## src/rtl/se_api_reg_responder_pkg.sv

```systemverilog
// Message field widths and command codes shared by the register responder,
// mirroring the SciEngines API constant set.
package se_api_reg_responder_pkg;

  localparam int C_LENGTH_SLOT = 4;
  localparam int C_LENGTH_FPGA = 4;
  localparam int C_LENGTH_REG  = 8;
  localparam int C_LENGTH_CMD  = 8;
  localparam int C_LENGTH_DATA = 32;

  localparam logic [C_LENGTH_CMD-1:0] CMD_REG_WR   = 8'd0;
  localparam logic [C_LENGTH_CMD-1:0] CMD_REG_RD   = 8'd1;
  localparam logic [C_LENGTH_CMD-1:0] CMD_REG_RESP = 8'd2;

  typedef struct packed {
    logic [C_LENGTH_SLOT-1:0] src_slot;
    logic [C_LENGTH_FPGA-1:0] src_fpga;
    logic [C_LENGTH_REG-1:0]  src_reg;
    logic [C_LENGTH_CMD-1:0]  src_cmd;
    logic [C_LENGTH_REG-1:0]  tgt_reg;
    logic [C_LENGTH_CMD-1:0]  tgt_cmd;
    logic [C_LENGTH_DATA-1:0] data;
  } api_msg_t;

endpackage

```

## src/rtl/se_api_reg_responder_if.sv

```systemverilog
// API message port bundle: the FWFT input FIFO head plus the response output port.
interface se_api_reg_responder_if;
  import se_api_reg_responder_pkg::*;

  logic                     api_i_empty;
  logic                     api_i_rd_en;
  logic [C_LENGTH_SLOT-1:0] api_i_src_slot;
  logic [C_LENGTH_FPGA-1:0] api_i_src_fpga;
  logic [C_LENGTH_REG-1:0]  api_i_src_reg;
  logic [C_LENGTH_CMD-1:0]  api_i_src_cmd;
  logic [C_LENGTH_REG-1:0]  api_i_tgt_reg;
  logic [C_LENGTH_CMD-1:0]  api_i_tgt_cmd;
  logic [C_LENGTH_DATA-1:0] api_i_data;

  logic                     api_o_rfd;
  logic                     api_o_wr_en;
  logic [C_LENGTH_SLOT-1:0] api_o_tgt_slot;
  logic [C_LENGTH_FPGA-1:0] api_o_tgt_fpga;
  logic [C_LENGTH_REG-1:0]  api_o_tgt_reg;
  logic [C_LENGTH_CMD-1:0]  api_o_tgt_cmd;
  logic [C_LENGTH_REG-1:0]  api_o_src_reg;
  logic [C_LENGTH_CMD-1:0]  api_o_src_cmd;
  logic [C_LENGTH_DATA-1:0] api_o_data;

  modport master (
    output api_i_empty, api_i_src_slot, api_i_src_fpga, api_i_src_reg, api_i_src_cmd,
           api_i_tgt_reg, api_i_tgt_cmd, api_i_data, api_o_rfd,
    input  api_i_rd_en, api_o_wr_en, api_o_tgt_slot, api_o_tgt_fpga, api_o_tgt_reg,
           api_o_tgt_cmd, api_o_src_reg, api_o_src_cmd, api_o_data
  );

  modport slave (
    input  api_i_empty, api_i_src_slot, api_i_src_fpga, api_i_src_reg, api_i_src_cmd,
           api_i_tgt_reg, api_i_tgt_cmd, api_i_data, api_o_rfd,
    output api_i_rd_en, api_o_wr_en, api_o_tgt_slot, api_o_tgt_fpga, api_o_tgt_reg,
           api_o_tgt_cmd, api_o_src_reg, api_o_src_cmd, api_o_data
  );

endinterface

```

## src/rtl/se_api_reg_responder_regfile.sv

```systemverilog
// Register file: writable array, read-only status overlay on the low indices,
// and a one-cycle pulse for every register that takes a write.
module se_api_regfile
  import se_api_reg_responder_pkg::*;
#(
  parameter int NUM_REGS = 16,
  parameter int RO_REGS  = 1,
  localparam int IDX_W   = $clog2(NUM_REGS)
) (
  input  logic                              clk,
  input  logic                              rst,
  input  logic                              wr_en,
  input  logic [IDX_W-1:0]                  idx,
  input  logic [C_LENGTH_DATA-1:0]          wr_data,
  input  logic [RO_REGS*C_LENGTH_DATA-1:0]  status_in,
  output logic [C_LENGTH_DATA-1:0]          rd_data,
  output logic [NUM_REGS*C_LENGTH_DATA-1:0] regs_out,
  output logic [NUM_REGS-1:0]               wr_pulse
);

  logic [C_LENGTH_DATA-1:0] regs_q [NUM_REGS];
  logic                     writable;

  assign writable = 32'(idx) >= RO_REGS;

  always_ff @(posedge clk) begin
    if (rst) begin
      for (int i = 0; i < NUM_REGS; i++) regs_q[i] <= '0;
      wr_pulse <= '0;
    end else begin
      wr_pulse <= '0;
      if (wr_en && writable) begin
        regs_q[idx]   <= wr_data;
        wr_pulse[idx] <= 1'b1;
      end
    end
  end

  // Read-only indices return live status rather than stored contents
  always_comb begin
    rd_data = regs_q[idx];
    for (int k = 0; k < RO_REGS; k++) begin
      if (32'(idx) == k) rd_data = status_in[k*C_LENGTH_DATA +: C_LENGTH_DATA];
    end
  end

  always_comb begin
    regs_out = '0;
    for (int i = RO_REGS; i < NUM_REGS; i++) regs_out[i*C_LENGTH_DATA +: C_LENGTH_DATA] = regs_q[i];
  end

endmodule

```

## src/rtl/se_api_reg_responder.sv

```systemverilog
// Pops API request messages, executes register writes/reads against the local
// register file and returns read data as a response message.
module se_api_reg_responder
  import se_api_reg_responder_pkg::*;
#(
  parameter int NUM_REGS = 16,
  parameter int RO_REGS  = 1
) (
  input  logic                              api_clk_in,
  input  logic                              api_rst_in,
  output logic                              api_o_clk_out,
  output logic                              api_i_clk_out,
  se_api_reg_responder_if.slave             api,
  input  logic [RO_REGS*C_LENGTH_DATA-1:0]  status_in,
  output logic [NUM_REGS*C_LENGTH_DATA-1:0] regs_out,
  output logic [NUM_REGS-1:0]               reg_wr_pulse_out,
  output logic [15:0]                       err_cnt_out
);

  localparam int IDX_W = $clog2(NUM_REGS);

  typedef enum logic [1:0] {ST_IDLE, ST_EXEC, ST_RESP} state_t;

  state_t                   state;
  api_msg_t                 req;
  logic [IDX_W-1:0]         idx;
  logic                     is_wr;
  logic                     is_rd;
  logic                     writable;
  logic                     rf_wr;
  logic [C_LENGTH_DATA-1:0] rd_data;
  logic [15:0]              err_cnt;

  logic [C_LENGTH_SLOT-1:0] resp_tgt_slot;
  logic [C_LENGTH_FPGA-1:0] resp_tgt_fpga;
  logic [C_LENGTH_REG-1:0]  resp_tgt_reg;
  logic [C_LENGTH_CMD-1:0]  resp_tgt_cmd;
  logic [C_LENGTH_REG-1:0]  resp_src_reg;
  logic [C_LENGTH_CMD-1:0]  resp_src_cmd;
  logic [C_LENGTH_DATA-1:0] resp_data;

  assign api_o_clk_out = api_clk_in;
  assign api_i_clk_out = api_clk_in;

  assign idx      = req.tgt_reg[IDX_W-1:0];
  assign is_wr    = req.tgt_cmd == CMD_REG_WR;
  assign is_rd    = req.tgt_cmd == CMD_REG_RD;
  assign writable = 32'(idx) >= RO_REGS;
  assign rf_wr    = (state == ST_EXEC) && is_wr && writable;

  se_api_regfile #(
    .NUM_REGS (NUM_REGS),
    .RO_REGS  (RO_REGS)
  ) u_regfile (
    .clk       (api_clk_in),
    .rst       (api_rst_in),
    .wr_en     (rf_wr),
    .idx       (idx),
    .wr_data   (req.data),
    .status_in (status_in),
    .rd_data   (rd_data),
    .regs_out  (regs_out),
    .wr_pulse  (reg_wr_pulse_out)
  );

  // Strobes are gated by reset so a pending pop or response is never issued into a reset edge
  assign api.api_i_rd_en = (state == ST_IDLE) && !api.api_i_empty && !api_rst_in;
  assign api.api_o_wr_en = (state == ST_RESP) && api.api_o_rfd && !api_rst_in;

  always_ff @(posedge api_clk_in) begin
    if (api_rst_in) begin
      state         <= ST_IDLE;
      req           <= '0;
      err_cnt       <= '0;
      resp_tgt_slot <= '0;
      resp_tgt_fpga <= '0;
      resp_tgt_reg  <= '0;
      resp_tgt_cmd  <= '0;
      resp_src_reg  <= '0;
      resp_src_cmd  <= '0;
      resp_data     <= '0;
    end else begin
      case (state)
        ST_IDLE: begin
          if (!api.api_i_empty) begin
            req <= '{src_slot: api.api_i_src_slot, src_fpga: api.api_i_src_fpga,
                     src_reg:  api.api_i_src_reg,  src_cmd:  api.api_i_src_cmd,
                     tgt_reg:  api.api_i_tgt_reg,  tgt_cmd:  api.api_i_tgt_cmd,
                     data:     api.api_i_data};
            state <= ST_EXEC;
          end
        end
        ST_EXEC: begin
          state <= ST_IDLE;
          if (is_rd) begin
            resp_tgt_slot <= req.src_slot;
            resp_tgt_fpga <= req.src_fpga;
            resp_tgt_reg  <= req.src_reg;
            resp_tgt_cmd  <= req.src_cmd;
            resp_src_reg  <= req.tgt_reg;
            resp_src_cmd  <= CMD_REG_RESP;
            resp_data     <= rd_data;
            state         <= ST_RESP;
          end else if (!(is_wr && writable)) begin
            if (err_cnt != 16'hFFFF) err_cnt <= err_cnt + 16'd1;
          end
        end
        ST_RESP: begin
          if (api.api_o_rfd) state <= ST_IDLE;
        end
        default: state <= ST_IDLE;
      endcase
    end
  end

  assign api.api_o_tgt_slot = resp_tgt_slot;
  assign api.api_o_tgt_fpga = resp_tgt_fpga;
  assign api.api_o_tgt_reg  = resp_tgt_reg;
  assign api.api_o_tgt_cmd  = resp_tgt_cmd;
  assign api.api_o_src_reg  = resp_src_reg;
  assign api.api_o_src_cmd  = resp_src_cmd;
  assign api.api_o_data     = resp_data;
  assign err_cnt_out        = err_cnt;

endmodule

```

## src/flat_wrapper.sv

```systemverilog
// flat-port wrapper written by rule: the top's interface ports become plain ports
module se_api_reg_responder_flat import se_api_reg_responder_pkg::*;
#(
  parameter int NUM_REGS = 16,
  parameter int RO_REGS  = 1
)
  (api_clk_in, api_rst_in, api_o_clk_out, api_i_clk_out, status_in, regs_out, reg_wr_pulse_out, err_cnt_out, api_api_i_empty, api_api_i_src_slot, api_api_i_src_fpga, api_api_i_src_reg, api_api_i_src_cmd, api_api_i_tgt_reg, api_api_i_tgt_cmd, api_api_i_data, api_api_o_rfd, api_api_i_rd_en, api_api_o_wr_en, api_api_o_tgt_slot, api_api_o_tgt_fpga, api_api_o_tgt_reg, api_api_o_tgt_cmd, api_api_o_src_reg, api_api_o_src_cmd, api_api_o_data);
  se_api_reg_responder_if api_i ();
  input  logic api_clk_in;
  input  logic api_rst_in;
  output logic api_o_clk_out;
  output logic api_i_clk_out;
  input  logic [RO_REGS*C_LENGTH_DATA-1:0] status_in;
  output logic [NUM_REGS*C_LENGTH_DATA-1:0] regs_out;
  output logic [NUM_REGS-1:0] reg_wr_pulse_out;
  output logic [15:0] err_cnt_out;
  input wire logic [$bits(api_i.api_i_empty)-1:0] api_api_i_empty;
  input wire logic [$bits(api_i.api_i_src_slot)-1:0] api_api_i_src_slot;
  input wire logic [$bits(api_i.api_i_src_fpga)-1:0] api_api_i_src_fpga;
  input wire logic [$bits(api_i.api_i_src_reg)-1:0] api_api_i_src_reg;
  input wire logic [$bits(api_i.api_i_src_cmd)-1:0] api_api_i_src_cmd;
  input wire logic [$bits(api_i.api_i_tgt_reg)-1:0] api_api_i_tgt_reg;
  input wire logic [$bits(api_i.api_i_tgt_cmd)-1:0] api_api_i_tgt_cmd;
  input wire logic [$bits(api_i.api_i_data)-1:0] api_api_i_data;
  input wire logic [$bits(api_i.api_o_rfd)-1:0] api_api_o_rfd;
  output wire logic [$bits(api_i.api_i_rd_en)-1:0] api_api_i_rd_en;
  output wire logic [$bits(api_i.api_o_wr_en)-1:0] api_api_o_wr_en;
  output wire logic [$bits(api_i.api_o_tgt_slot)-1:0] api_api_o_tgt_slot;
  output wire logic [$bits(api_i.api_o_tgt_fpga)-1:0] api_api_o_tgt_fpga;
  output wire logic [$bits(api_i.api_o_tgt_reg)-1:0] api_api_o_tgt_reg;
  output wire logic [$bits(api_i.api_o_tgt_cmd)-1:0] api_api_o_tgt_cmd;
  output wire logic [$bits(api_i.api_o_src_reg)-1:0] api_api_o_src_reg;
  output wire logic [$bits(api_i.api_o_src_cmd)-1:0] api_api_o_src_cmd;
  output wire logic [$bits(api_i.api_o_data)-1:0] api_api_o_data;
  assign api_i.api_i_empty = api_api_i_empty;
  assign api_i.api_i_src_slot = api_api_i_src_slot;
  assign api_i.api_i_src_fpga = api_api_i_src_fpga;
  assign api_i.api_i_src_reg = api_api_i_src_reg;
  assign api_i.api_i_src_cmd = api_api_i_src_cmd;
  assign api_i.api_i_tgt_reg = api_api_i_tgt_reg;
  assign api_i.api_i_tgt_cmd = api_api_i_tgt_cmd;
  assign api_i.api_i_data = api_api_i_data;
  assign api_i.api_o_rfd = api_api_o_rfd;
  assign api_api_i_rd_en = api_i.api_i_rd_en;
  assign api_api_o_wr_en = api_i.api_o_wr_en;
  assign api_api_o_tgt_slot = api_i.api_o_tgt_slot;
  assign api_api_o_tgt_fpga = api_i.api_o_tgt_fpga;
  assign api_api_o_tgt_reg = api_i.api_o_tgt_reg;
  assign api_api_o_tgt_cmd = api_i.api_o_tgt_cmd;
  assign api_api_o_src_reg = api_i.api_o_src_reg;
  assign api_api_o_src_cmd = api_i.api_o_src_cmd;
  assign api_api_o_data = api_i.api_o_data;
  se_api_reg_responder #(.NUM_REGS(NUM_REGS), .RO_REGS(RO_REGS)) u_core (.api_clk_in(api_clk_in), .api_rst_in(api_rst_in), .api_o_clk_out(api_o_clk_out), .api_i_clk_out(api_i_clk_out), .api(api_i), .status_in(status_in), .regs_out(regs_out), .reg_wr_pulse_out(reg_wr_pulse_out), .err_cnt_out(err_cnt_out));
endmodule
```

## config.mk

```make
export PLATFORM = sky130hd
export DESIGN_NAME = se_api_reg_responder_flat
export DESIGN_NICKNAME = d
export VERILOG_FILES = /design/src/rtl/se_api_reg_responder_pkg.sv /design/src/rtl/se_api_reg_responder_if.sv /design/src/rtl/se_api_reg_responder_regfile.sv /design/src/rtl/se_api_reg_responder.sv /design/src/flat_wrapper.sv
export SDC_FILE = /design/constraint.sdc
export NUM_CORES = 1
export LEC_CHECK = 0
export BUFFER_PORTS_ARGS = -buffer_cell sky130_fd_sc_hd__buf_2
export CORE_MARGIN = 2
export CORE_UTILIZATION = 28
export DETAILED_ROUTE_END_ITERATION = 8
export PLACE_DENSITY_LB_ADDON = 0.15
export RECOVER_POWER = 50
export SLEW_MARGIN = 20
export SYNTH_ARGS = -nofsm -noshare
export SYNTH_HDL_FRONTEND = slang
export SYNTH_SLANG_ARGS = --single-unit
export TNS_END_PERCENT = 50
```

## constraint.sdc

```tcl
create_clock -name api_clk_in -period 3.8 [get_ports api_clk_in]
set_input_delay 0.76 -clock api_clk_in [delete_from_list [all_inputs] [get_ports api_clk_in]]
set_output_delay 0.76 -clock api_clk_in [all_outputs]
set_load 0.02 [all_outputs]
```

Word level (Yosys, flattened, before mapping). Memory sizes are Yosys's and may differ from the RTL's. A register that Yosys moved wholly into a read port is not among the register bits. Cells that the tools add are included.

Register bits: 171. Bits in writable memories: 512. Input port bits: 108. Output and inout bits: 620. Memories: 1.

Add/subtract/negate cells: 1. Order comparisons: 3. Equal/unequal tests: 6. Mux-type cells: 17. Bitwise operators: 4. Reductions and logical operators: 20.

Memory list: u_core.u_regfile.regs_q (words 16, width 32, rd ports 16, clocked after memory_dff 1, wr ports 16, line se_api_reg_responder_regfile.sv:21) `logic [C_LENGTH_DATA-1:0] regs_q [NUM_REGS];`.

Operators by type and width (count): $mux 32 (2); $reduce_or 32->1 (1); $add 16x1->16 const B (1); $ne 16x16->1 const B (1); $mux 4 (3); $logic_and 1x1->1 (9); $eq 8x1->1 const B (1); $ge 4x1->1 const B (2); $logic_not 8->1 (1); $mux 1 (7); $mux 2 (3); $pmux 2 s3 (1); $reduce_and 2->1 (3); $lt 4x5->1 const B (1); $demux 1 s4 (1); $logic_not 4->1 (1); $ne 2x2->1 const B (2); $not 1->1 (4); $reduce_and 4->1 (1); $eq 2x1->1 const B (1); $eq 2x2->1 const B (1); $logic_not 1->1 (2); $logic_not 2->1 (1); $reduce_or 2->1 (1).

Longest topological paths before layout. Gate-level depths: netlist of the first run.

Depth in word-level cells: 9. Mapped depth: 9. Mapped depth without buffers: 6.

Hierarchy. Synthesis of the first run repeated with hierarchy kept, for this count alone.

Cells, all modules: 2426. Area, all modules: 28381.0 um^2.

By module, submodules not included: se_api_regfile (times used 1, cells each 1713, area an instance 22764.3 um^2); se_api_reg_responder (times used 1, cells each 713, area an instance 5616.6 um^2).

==> results_dict.tcl, run 1 <==
set metrics [dict create \
    antenna_left 0 \
    initial_core_util_pct 28.2 \
    cts_resized 0 \
    synthesis.area_mm2 0.0286 \
    path_cells "or2_2 -> nor3_4 -> nor4_1 -> clkbuf_1 -> nand3b_1 -> buf_4 -> clkbuf_2 -> nor2_1" \
    mostFrequentLayoutCells "clkbuf_1, nor2_1, edfxtp_1" \
    post-route-min-period_ps 3540 \
    p_total_mw 18.1 \
    area_delta_synth_final_pct 25.4 \
    p_switching_mw 4.70 \
    grt_setup_unrepaired "no" \
    antenna_found_initial 8 \
    rows 117 \
    critPathTopFamily "buffers and inverters" \
    fillers 10400 \
    cp.required_ps 4220 \
    post-cts-setup-buffers 0 \
    synth_seq_cells 687 \
    drt_wl_total_um 125000 \
    cts_tree "built" \
    routed_via_density 5.03 \
    irDropWorstVdd_uv 291 \
    fmax_mhz 283 \
    place_ws_ps 423 \
    power_density_mw_per_mm2 505 \
    relSlewSlack_pct -43.0 \
    final_common_cell "clkbuf_1" \
    ctsHoldBuffers 0 \
    chipHeight_um 324 \
    synth_ff_type "edfxtp_1" \
    synthCells 2284 \
    gp_congestion 0.845 \
    grt_max_degree 131 \
    path_buf_inv 3 \
    end_kind "flip-flop" \
    synthArstFlopShare_pct 0 \
    cpPeakStageDelay_ps 1420 \
    fin_worst_skew_ps 27.6 \
    ys_warn_count 0 \
    setup_viol 0 \
    ys_top_cells_by_area "edfxtp_1, dfxtp_1, mux4_2" \
    postSynthAreaPerCell_um2 12.5 \
    top_layer_used "met5" \
    finalHoldViolations 0 \
    dieArea_mm2 0.105 \
    overflow 0 \
    port_buffers 688 \
    leakage_nw 11.6 \
    intPower_mw 13.4 \
    drv_slew 307 \
    layout.nets 3093 \
    path_class "reg -> reg" \
    min_period_over_period_pct 93.1 \
    crit_arrival_ps 3960 \
    clkTransAtPathRegs_ps 60 \
    drt_first_pass_iters 5 \
    insertion_delay_ps 770 \
    met1_length_um 49800 \
    cp_max_fo 71 \
    tightest_slew_ps 2140 \
    die_x_um 324 \
    synth-edff-count 512 \
    clkPwrFrac_pct 43.7 \
    synth_top_area_share_pct 53.7 \
    slowest_stage "clkbuf_2" \
    setup_slack_ps 261 \
    vias 22200 \
    min-delay-path-class "in -> reg" \
    dp_hpwl_um 86200 \
    synth_top_cell_by_area "edfxtp_1" \
    synth_cell_types 46 \
    fin_setup_tns_ps 0 \
    maxCapViolCount 6 \
    wl_per_cell_um 28.4 \
    first_iter_violations 1982 \
    switching_share_pct 26.0 \
    io_pins 728 \
    first_global_vias 22300 \
    largest_register_ffs 512 \
    startpoint_type "flip-flop" \
    status "finished, violations left" \
    final_layout_size_suffix_gt1_share_pct 15.0 \
    pwr-share-comb_pct 8.9 \
    wl_met3_um 12000 \
    largest_register "u_core.u_regfile.regs_q" \
    grt_use_total_pct 23.4 \
    drc 0 \
    grt_pass1_wl_um 171000 \
    core_region_area_mm2 0.102 \
    seqPwrFrac_pct 47.4 \
    worst_hold_slack_ps 244 \
    ys_seq_area_share_pct 66.0 \
    violations "capacitance limit, slew limit" \
    met2_wirelength_um 59500 \
]
final timing paths:
path	startpoint	endpoint	slack, ps	cells after the start
worst min-delay path	api_api_i_src_slot[2]	u_core.req[70]	240	3
worst max register to register	u_core.idx[0]	u_core.u_regfile.regs_q[4][15]	260	8
worst max-delay path	u_core.idx[0]	u_core.u_regfile.regs_q[4][15]	260	8
worst min register to register	u_core.req[54]	u_core.api.api_o_tgt_cmd[6]	450	2
cell usage after synthesis, types with 2 or more instances:
library cell / count
a2111oi_0: 11
a21oi_1: 117
a22oi_1: 21
a32o_1: 11
and3_1: 2
buf_1: 13
buf_2: 48
buf_4: 42
clkbuf_1: 111
dfxtp_1: 175
edfxtp_1: 512
inv_1: 4
mux2i_1: 33
mux4_2: 128
nand2_1: 346
nand2b_1: 3
nand3_1: 30
nand3b_1: 2
nand4_1: 4
nor2_1: 550
nor2b_1: 3
nor3_1: 13
nor3_2: 2
nor3b_1: 22
o2111ai_1: 21
o211ai_4: 3
o21ai_0: 7
o21bai_1: 16
o31ai_1: 5
or3_1: 9
or4_1: 5
routing by layer:
metal | vias to the layer above | GRT usage (%)
li1 | 9488 | -
met1 | 11300 | 29.6
met2 | 1235 | 38.2
met3 | 201 | 6.08
met4 | 6 | 8.94
met5 | - | 0
worst reg2reg max path: stages, from the launching register on:
cell,delay (ps)
dfxtp_1,300
or2_2,440
nor3_4,190
nor4_1,80
clkbuf_1,170
nand3b_1,100
buf_4,210
clkbuf_2,1420
nor2_1,300
metrics by stage:
| stage | std cells | area, um^2 | utilization [%] |
|---|---|---|---|
| 3_5_place_dp | 4265 | 34000 | 33.5 |
| 2_1_floorplan | 2355 | 28900 | - |
| 6_report | 4422 | 35900 | 35.3 |
| 5_1_grt | 4419 | 35900 | 35.3 |
| 4_1_cts | 4417 | 36700 | 36.1 |
| 3_3_place_gp | 4265 | 34000 | 33.5 |
power groups by stage:
stage               registers, mW  logic (mW)  clock network (mW)
global placement             8.72        1.69              0.0492
floorplan                    8.83       0.754              0.0615
finish                       8.58        1.62                7.91
global route                 8.59        1.72                8.37
CTS                          8.57        1.70                8.08
detailed placement           8.72        1.69              0.0492
cell families after synthesis:
group | after synthesis | share of synthesized area [%]
multiplexers | 161 | 11.2
XOR/XNOR | 1 | 0.0306
AND/OR/NAND/NOR | 1000 | 14.1
AO/OA/AOI/OAI | 214 | 4.92
flip-flops | 687 | 66.0
buffers and inverters | 219 | 3.66
other | 1 | 0.0131
adder cells (fa/ha/maj) | 1 | 0.0437
final cells by class:
cell class / count / area, um^2 / area share (%)
sequential: 687 / 18900 / 52.6
clock inverter: 44 / 372 / 1.04
timing repair buffer: 756 / 3430 / 9.55
clock buffer: 110 / 2330 / 6.49
inverter: 4 / 15.0 / 0.0418
tap: 1368 / 1710 / 4.77
multi-input combinational: 1449 / 9130 / 25.4
antenna: 4 / 10.0 / 0.0279
No activity file was read; power rests on OpenSTA's default activity.
==> inputs of run 2 (changes only) <==
--- a/config.mk
+++ b/config.mk
@@ -16,3 +16,3 @@
 export SYNTH_HDL_FRONTEND = slang
 export SYNTH_SLANG_ARGS = --single-unit
-export TNS_END_PERCENT = 50
+export TNS_END_PERCENT = 30
==> constraint.sdc (replaced) <==
create_clock -name api_clk_in -period 3.8 [get_ports api_clk_in]
set_input_delay 0.38 -clock api_clk_in [delete_from_list [all_inputs] [get_ports api_clk_in]]
set_output_delay 0.38 -clock api_clk_in [all_outputs]
set_load 0.02 [all_outputs]
==> results_dict.tcl, run 2 (synthesis gave the netlist of run 1 again) <==
set metrics [dict create \
    status "finished, violations left" \
    violations "capacitance limit, slew limit" \
    finish.utilization_pct 36.0 \
    area_delta_synth_final_pct 27.7 \
    crit_arrival_ps 2930 \
    fin_setup_tns_ps 0 \
    chipHeight_um 324 \
    seqPwrFrac_pct 47.2 \
    layout.nets 3170 \
    largest_register "u_core.u_regfile.regs_q" \
    die_x_um 324 \
    rows 117 \
    maxCapViolCount 2 \
    startpoint "api_rst_in" \
    intPower_mw 13.5 \
    finalHoldViolations 0 \
    routed_via_density 4.98 \
    drt_wl_total_um 124000 \
    pwr-share-comb_pct 9.3 \
    leakage_nw 11.8 \
    insertion_delay_ps 760 \
    drt_first_pass_iters 5 \
    r2r_start "u_core.idx[0]" \
    grt_setup_unrepaired "no" \
    min_from "status_in[27]" \
    overflow 0 \
    wl_per_cell_um 27.5 \
    min-delay-path-class "in -> reg" \
    p_switching_mw 4.68 \
    switching_share_pct 25.8 \
    power_density_mw_per_mm2 496 \
    post-cts-setup-buffers 0 \
    first_iter_violations 2121 \
    first_global_vias 22400 \
    grt_use_total_pct 23.0 \
    post-route-min-period_ps 3310 \
    end_kind "output pin" \
    min_period_over_period_pct 87.0 \
    io_pins 728 \
    dp_hpwl_um 83300 \
    irDropWorstVdd_uv 293 \
    port_buffers 688 \
    fin_worst_skew_ps 21.8 \
    final_layout_size_suffix_gt1_share_pct 14.4 \
    antenna_found_initial 10 \
    cp_max_fo 131 \
    cp.required_ps 3420 \
    grt_pass1_wl_um 169000 \
    relSlewSlack_pct -28.8 \
    vias 22400 \
    initial_core_util_pct 28.2 \
    gp_congestion 0.849 \
    clkTransAtPathRegs_ps 50 \
    tightest_slew_ps 1930 \
    setup_viol 0 \
    cts_tree "built" \
    startpoint_type "input port" \
    grt_max_degree 132 \
    dieArea_mm2 0.105 \
    drc 0 \
    cts_resized 0 \
    path_class "in -> out" \
    core_region_area_mm2 0.102 \
    drv_slew 164 \
    clkPwrFrac_pct 43.5 \
    largest_register_ffs 512 \
    ctsHoldBuffers 79 \
    final_common_cell "clkbuf_1" \
    fmax_mhz 302 \
    mostFrequentLayoutCells "clkbuf_1, nor2_1, edfxtp_1" \
    antenna_left 0 \
    fillers 10300 \
]
run 2: cell types whose count changed in the layout (fill, tap and decap cells not counted), moves of 3 or more:
| cell | delta |
|---|---|
| clkbuf_16 | -3 |
| buf_4 | +9 |
| dlygate4sd3_1 | +79 |
| clkbuf_8 | +3 |
| clkbuf_1 | +11 |
| clkinv_2 | -8 |
| buf_12 | -8 |
| clkinv_1 | -6 |
| clkbuf_2 | -4 |
run 2: path summary, 6_finish.rpt:
check | endpoint | slack, ps | cells past startpoint
setup / recovery | api_api_o_wr_en | 490 | 5
hold / removal | u_core.api.api_o_data[27] | 60 | 4
hold reg to reg | u_core.api.api_o_tgt_reg[6] | 450 | 2
setup reg to reg | u_core.u_regfile.regs_q[3][27] | 530 | 8
run 2: final cells by class:
cell class | count | area [um^2] | area share, %
repair buffers | 833 | 4130 | 11.3
inverters | 4 | 15.0 | 0.0411
clock buffers | 122 | 2330 | 6.37
flip-flops and latches | 687 | 18900 | 51.7
multi-input cells | 1449 | 9120 | 25.0
diodes | 4 | 10.0 | 0.0274
clock inverters | 31 | 333 | 0.911
well taps | 1368 | 1710 | 4.68
run 2: metal layers:
metal	part of all wire [%]	GRT usage [%]	routed length (um)	vias up
met1	40	29.0	49000	11300
met5	0.038	0	47	-
met3	9.1	6.17	11300	235
met2	47	37.4	58500	1213
met4	4.0	9.22	4950	8
li1	-	-	-	9631
run 2: through the flow:
step / setup WS [ps] / power (mW) / std cells / hold slack (ps) / instance area (um^2)
after detailed placement: 862 / 10.5 / 4264 / 447 / 33900
after CTS: 844 / 18.4 / 4494 / 17.7 / 37400
after floorplan: 246 / 9.64 / 2355 / 432 / 28900
final: 494 / 18.1 / 4498 / 59.5 / 36500
after global placement: 919 / 10.4 / 4263 / 438 / 33900
after global routing: 360 / 18.7 / 4497 / 60.9 / 36500
run 2: worst max-delay path, cell delays in order:
cell and delay (ps):
dlygate4sd3_1 540, clkbuf_8 200, clkbuf_4 1280, nor4bb_1 160, buf_2 260
run 2: power groups by stage:
stage,Clock [mW],Combinational [mW],Sequential (mW)
6_report,7.90,1.68,8.56
5_1_grt,8.32,1.79,8.58
4_1_cts,8.05,1.76,8.55
3_5_place_dp,0.0492,1.69,8.71
3_3_place_gp,0.0492,1.69,8.70
2_1_floorplan,0.0615,0.754,8.83
